File: src/rtl/placar_param.sv
`timescale 1ns/1ps
// placar_param -- two-player match scoreboard with optional win-by-two mode.
//
// Purpose:
//   Counts points for a left and a right player. A point is counted on the
//   rising edge of its request line while scoring is enabled. Input holds
//   count once. When the win condition is met, the winner is latched and the
//   match freezes until novo_jogo or reset.
//
// Parameters:
//   WIDTH          bit width of each score register
//   PONTOS_VITORIA points needed to win (2 .. 2**WIDTH-2)
//   MODO_VANTAGEM  0: first to PONTOS_VITORIA wins
//                  1: the winner also needs a lead of 2 or more
//                     (deuce wraps back to PONTOS_VITORIA-1 all)
//
// Ports:
//   clock            system clock
//   reset            asynchronous active-low reset
//   ponto_esquerda   point request, left player (level, edge-detected)
//   ponto_direita    point request, right player (level, edge-detected)
//   enable           scoring enable (edge registers track regardless)
//   novo_jogo        synchronous match clear, active-high, highest priority
//   placar_esquerda  left score (registered)
//   placar_direita   right score (registered)
//   ganhador         0 in progress, 1 left won, 2 right won (registered)
//   fim_partida      high while the match is over
//   ultimo_ponto     last scorer: 0 none, 1 left, 2 right (registered)
module placar_param #(
  parameter int WIDTH          = 4,
  parameter int PONTOS_VITORIA = 7,
  parameter int MODO_VANTAGEM  = 0
) (
  input  logic             clock,
  input  logic             reset,
  input  logic             ponto_esquerda,
  input  logic             ponto_direita,
  input  logic             enable,
  input  logic             novo_jogo,
  output logic [WIDTH-1:0] placar_esquerda,
  output logic [WIDTH-1:0] placar_direita,
  output logic [1:0]       ganhador,
  output logic             fim_partida,
  output logic [1:0]       ultimo_ponto
);

  if ((PONTOS_VITORIA < 2) || (PONTOS_VITORIA > (2**WIDTH) - 2)) begin : g_param_check
    $error("placar_param: PONTOS_VITORIA must lie in 2 .. 2**WIDTH-2");
  end

  localparam logic [WIDTH-1:0] PV    = WIDTH'(PONTOS_VITORIA);
  localparam logic [WIDTH-1:0] PV_M1 = WIDTH'(PONTOS_VITORIA - 1);

  typedef enum logic {
    JOGO = 1'b0,
    FIM  = 1'b1
  } estado_t;

  estado_t estado, estado_prox;

  // Previous sampled level of each request line, for rising-edge detection.
  logic ant_esquerda, ant_direita;
  logic ev_esquerda, ev_direita;

  logic [WIDTH-1:0] placar_e_prox, placar_d_prox;
  logic [1:0]       ganhador_prox, ultimo_prox;

  logic [WIDTH-1:0] marcador_novo, adversario;
  logic             vitoria, empate_deuce;

  assign ev_esquerda = enable & ponto_esquerda & ~ant_esquerda;
  assign ev_direita  = enable & ponto_direita  & ~ant_direita;

  assign fim_partida = (estado == FIM);

  // Score the scorer would reach and the opponent's score, used by the
  // win and deuce checks; only meaningful when exactly one event occurs.
  always_comb begin
    marcador_novo = '0;
    adversario    = '0;
    if (ev_esquerda) begin
      marcador_novo = placar_esquerda + WIDTH'(1);
      adversario    = placar_direita;
    end else begin
      marcador_novo = placar_direita + WIDTH'(1);
      adversario    = placar_esquerda;
    end
  end

  always_comb begin
    vitoria      = 1'b0;
    empate_deuce = 1'b0;
    if (MODO_VANTAGEM == 0) begin
      vitoria = (marcador_novo == PV);
    end else begin
      // One extra bit so opponent+2 cannot wrap.
      vitoria = ({1'b0, marcador_novo} >= {1'b0, PV}) &&
                ({1'b0, marcador_novo} >= ({1'b0, adversario} + (WIDTH+1)'(2)));
      empate_deuce = (marcador_novo == adversario) && (marcador_novo >= PV_M1);
    end
  end

  always_comb begin
    estado_prox   = estado;
    placar_e_prox = placar_esquerda;
    placar_d_prox = placar_direita;
    ganhador_prox = ganhador;
    ultimo_prox   = ultimo_ponto;

    if (novo_jogo) begin
      estado_prox   = JOGO;
      placar_e_prox = '0;
      placar_d_prox = '0;
      ganhador_prox = 2'd0;
      ultimo_prox   = 2'd0;
    end else if ((estado == JOGO) && (ev_esquerda ^ ev_direita)) begin
      if (ev_esquerda) begin
        placar_e_prox = marcador_novo;
        ultimo_prox   = 2'd1;
      end else begin
        placar_d_prox = marcador_novo;
        ultimo_prox   = 2'd2;
      end

      if (empate_deuce) begin
        placar_e_prox = PV_M1;
        placar_d_prox = PV_M1;
      end

      if (vitoria) begin
        estado_prox   = FIM;
        ganhador_prox = ev_esquerda ? 2'd1 : 2'd2;
      end
    end
  end

  always_ff @(posedge clock or negedge reset) begin
    if (!reset) begin
      ant_esquerda    <= 1'b0;
      ant_direita     <= 1'b0;
      estado          <= JOGO;
      placar_esquerda <= '0;
      placar_direita  <= '0;
      ganhador        <= 2'd0;
      ultimo_ponto    <= 2'd0;
    end else begin
      ant_esquerda    <= ponto_esquerda;
      ant_direita     <= ponto_direita;
      estado          <= estado_prox;
      placar_esquerda <= placar_e_prox;
      placar_direita  <= placar_d_prox;
      ganhador        <= ganhador_prox;
      ultimo_ponto    <= ultimo_prox;
    end
  end

endmodule

File: config.mk
export PLATFORM = sky130hd
export DESIGN_NAME = placar_param
export DESIGN_NICKNAME = d
export VERILOG_FILES = /design/src/rtl/placar_param.sv
export SDC_FILE = /design/constraint.sdc
export NUM_CORES = 1
export LEC_CHECK = 0
export BUFFER_PORTS_ARGS = -buffer_cell sky130_fd_sc_hd__buf_4
export CAP_MARGIN = 20
export CORE_AREA = 2 2 56 58
export DETAILED_ROUTE_END_ITERATION = 8
export DIE_AREA = 0 0 58 60
export PLACE_DENSITY = 0.58
export SLEW_MARGIN = 0
export SYNTH_ARGS = -nofsm -noshare
export SYNTH_HDL_FRONTEND = slang
export SYNTH_SLANG_ARGS = --single-unit
File: constraint.sdc
create_clock -name clock -period 2.9 [get_ports clock]
set_clock_uncertainty 0.15 [all_clocks]
set_input_delay 0.58 -clock clock [delete_from_list [all_inputs] [get_ports clock]]
set_output_delay 0.58 -clock clock [all_outputs]
set_load 0.02 [all_outputs]
* After elaboration in Yosys (flattened, before gate mapping)
Index checks and enable logic that the tools add are counted.
** Word-level totals
- Register bits :: 15
** Operators by class
- $add $sub $neg :: 2
- Equal/unequal tests :: 2
- Multiplexer cells :: 16
- Bitwise operators :: 8
- Reductions and logical operators :: 7
** Operators by type and width (count)
- $mux W4 :: 7
- $mux W2 :: 6
- $add A4 B1 Y4 const B :: 2
- $reduce_and A2 Y1 :: 3
- $reduce_bool A2 Y1 :: 3
- $and A1 B1 Y1 :: 4
- $eq A4 B3 Y1 const B :: 1
- $mux W1 :: 3
- $not A1 Y1 :: 3
- $ne A2 B2 Y1 const B :: 1
- $logic_and A1 B1 Y1 :: 1
- $xor A1 B1 Y1 :: 1

* Longest topological paths before layout
- Word-level depth :: 7
- Depth in mapped cells :: 7
- Gate-level depth less buffers :: 7

* Worst setup path before layout
OpenSTA, ideal clock, no wires.
- Kind :: input to register
- From :: in ponto_esquerda
- To :: reg ganhador[1]
- Library setup time :: 80 ps
- Data arrival time :: 1915 ps
- Data required time :: 2670 ps
- Path slack :: 755 ps
- Cell stages on the path :: 6
- Path buffers :: 0
- Cells stage by stage :: nand3b_2 mux2_2 ha_1 xor2_1 or3_4 o211ai_2
** On the way
- Word-level cells in the longest chain between the ends :: 6
- Elaborated cells on any way between the ends :: 13
- Classes of those cells :: eq/ne: 1; mux: 5; bitwise: 3; reduce/logical: 4
** RTL lines
- start: declaration :: RTL line 36 : input logic ponto_esquerda,
- $and A1 B1 Y1 (*) (2 in series) :: RTL line 71 : assign ev_esquerda = enable & ponto_esquerda & ~ant_esquerda;
- $mux W4, or another cell as far along :: RTL line 81 : if (ev_esquerda) begin
- $eq A4 B3 Y1, or another cell as far along :: RTL line 94 : vitoria = (marcador_novo == PV);
- $reduce_bool A2 Y1 (no source line) / $mux W2 (equally long branches)
- $reduce_and A2 Y1 (no source line) / $mux W2 (equally long branches)
- end signal: assignment :: RTL line 152 : ganhador <= ganhador_prox;
- end: declaration :: RTL line 42 : output logic [1:0] ganhador,
Mark *: on every way between the ends. The rest lies on a longest branch, timed or not. The select of a mux whose other input is x is not followed.
A chain may end at the register's enable or synchronous reset.

* Worst setup path after layout
- From :: reg ant_esquerda
- To :: reg ganhador[0]
** On the way
- Word-level cells in the longest chain between the ends :: 6
- Elaborated cells on any way between the ends :: 13
- Classes of those cells :: eq/ne: 1; mux: 5; bitwise: 3; reduce/logical: 4
** RTL lines
- start: declaration :: RTL line 62 : logic ant_esquerda, ant_direita;
- start signal: assignment :: RTL line 147 : ant_esquerda <= ponto_esquerda;
- $not A1 Y1 (*) :: RTL line 71
- $and A1 B1 Y1 (*) :: RTL line 71
- $mux W4, or another cell as far along :: RTL line 81
- $eq A4 B3 Y1, or another cell as far along :: RTL line 94
- $reduce_bool A2 Y1 (no source line) / $mux W2 (equally long branches)
- $reduce_and A2 Y1 (no source line) / $mux W2 (equally long branches)
Marked as above.

==> out/results.ini <==
[floorplan]
die_h_um=60
die_x_um=58
initial_utilization_pct=28.1
dieArea_um2=3480
ios=19
rows=20
coreArea_um2=2900

[sta]
min_period_over_period_pct=72.4
setup_viol=0
tightest_slew_ns=0.420
setup-tns-final_ns=0
max_freq_mhz=476
holdWs_ns=0.261
rsz0062_at_grt=no
slew_viol_final=0
fin_crit_ns=2.10
slew_headroom_pct=71.9
hold_viol=0

[clock_network]
cts_resized=0
clock_latency_ns=0.29
cts_setup_buffers=0
cts_buffers=3
cts.sinks=15
htreeDepth=1
cts.path.max_buffers=2
clockRootBuffer=clkbuf_4
path_clk_slew_ns=0.10
cts_tree=built
hold_buffers=1

[final_layout]
drive_above_1_share_pct=37.5
antennaDiodeCount=0
nNetsFinal=104
area_delta_synth_final_pct=25.2

[yosys]
synth_compound_gate_area_share_pct=9.05
postSynthRegisterBits=15
synthMuxAreaShare_pct=9.05
synth_top_family_by_area=simple AND/OR/NAND/NOR gates
ys_warn_count=0
avgSynthCellArea_um2=10.9
synth-simple-area-share_pct=23.3
synthCells=75
ys_seq_area_share_pct=46.0
synth-xor-area-share_pct=8.59
synth_nets=82
synth_edf_count=0
synth-adder-area-share_pct=1.53
ys.flop_type=dfrtp_1
yosysUniqueCellTypes=32
synthesis.area_um2=816
async_flop_share_pct=100

[routing]
routedWlPerCell_um=13.5
routed_via_density=4.81
wl_mm=1.75
first_pass_iters=4
ant_nets=0
drc=0
route.vias.total=620
drt_iter0_markers=5

[global_route]
grt_overflow=0
grt_pass1_wl_mm=3.00
grt_pass1_vias=626
antenna_found_initial=0
grt_max_degree=16
grt_util_all_layers_pct=11.6

[worst_setup_path]
worstSetupStartpointType=register
critPathMaxFanout=5
setup.worst_path.class=register to register
crit_arrival_ns=2.17
reg2reg_to=ganhador[0]
cp.buffers_inverters=0
r2r_start=ant_esquerda
crit_slowest_cell=dfrtp_1
rr_worst_depth=6
worst_setup_path_end_kind=register
crit_family=simple AND/OR/NAND/NOR gates
cp.required_ns=2.96
path_cells=nand3b_2 -> mux2_2 -> ha_1 -> xor2_1 -> or3_4 -> o211ai_2
r2r_slack_ns=0.80
slowest_delay_ns=0.38

[hold_path]
min-delay-start=ponto_direita
holdPathStages=1
hold_path_end=ant_direita
hp-class=primary input to register

[job]
drv_cap=0

[placement]
place.gp.congestion=0.774
numPortBuffers=18

[pwr]
power_leakage_nw=0.495
power_density_nw_per_um2=378
ir_drop_v=0.000241
power_w=0.000386

[status]
status=completed

## flip-flops by register name, summed over array words and instances, names as in the netlist
name / count
fim_partida: 1
ultimo_ponto: 2
placar_direita: 4
ant_esquerda: 1
placar_esquerda: 4
ant_direita: 1
ganhador: 2
## area by class of cell
class                      count  area (um^2)
fill                         297         1880
timing repair buffer          19          145
clock buffer                   3         22.5
clock inverter                 1         5.00
tap                           33         41.3
sequential                    15          375
multi-input combinational     55          420
inverter                       3         11.3
## layout by cell type, fill, tap and decap left out, types with 2 or more instances in the layout
cell,netlist,final
dfrtp_1,15,15
xnor2_1,3,3
nand2_1,4,4
xor2_1,5,5
nor2b_1,2,2
nor2_1,9,9
buf_4,0,18
o211ai_2,2,2
nand3_1,3,3
clkbuf_4,0,3
o21ai_0,2,2
mux2i_1,4,4
mux2_2,3,3
inv_1,3,3
## cells by family after synthesis
logic type | count (synthesis)
buffers and inverters | 5
and+or+nand+nor | 30
DFF | 15
AOI/OAI and AO/OA | 9
xor gates and xnor gates | 8
muxes | 7
adders and majority gates | 1
## routing by layer
| layer | up-vias | share of wire [%] | GRT usage (%) |
|---|---|---|---|
| met1 | 310 | 45 | 14.8 |
| met3 | 2 | 5.2 | 3.03 |
| met2 | 12 | 49 | 18.2 |
| met4 | 0 | 0.97 | 5.98 |
| li1 | 296 | - | - |
| met5 | - | 0 | 0 |
## cell usage after synthesis, drive strengths merged (2+ instances only)
cell	n	area share [%]
dfrtp	15	46
nor2	9	4.1
xor2	5	5.4
mux2i	4	4.9
nand2	4	1.8
inv	3	1.4
mux2	3	4.1
nand3	3	1.8
o21ai	3	1.8
xnor2	3	3.2
a21oi	2	1.7
nand3b	2	2.3
nor2b	2	1.5
o211ai	2	3.1
## worst max-delay path by stage
stage	startpoint	endpoint	slack [ns]	cells after the start
floorplan	ponto_esquerda	ganhador[1]	0.75	6
global placement	enable	ganhador[0]	0.58	7
global route	ant_esquerda	fim_partida	0.70	7
detailed placement	enable	ganhador[0]	0.53	7
CTS	ant_esquerda	ganhador[0]	0.79	6
finish	ant_esquerda	ganhador[0]	0.80	6
## per-stage QoR
stage	std cells	util, %	cell area [um^2]	setup slack, ns
CTS	129	35.2	1020	0.787
global route	129	35.2	1020	0.696
finish	129	35.2	1020	0.800
detailed placement	124	33.9	983	0.527
floorplan	75	-	816	0.755
global placement	124	33.9	983	0.577
## power by group
group	internal (W)	leakage, nW	switching, W
sequential	0.000214	0.203	0.00000363
clock	0.0000512	0.0177	0.0000707
combinational	0.0000205	0.274	0.0000263
total	0.000285	0.495	0.000101
Note: power is estimated with default switching activity, not from simulation.
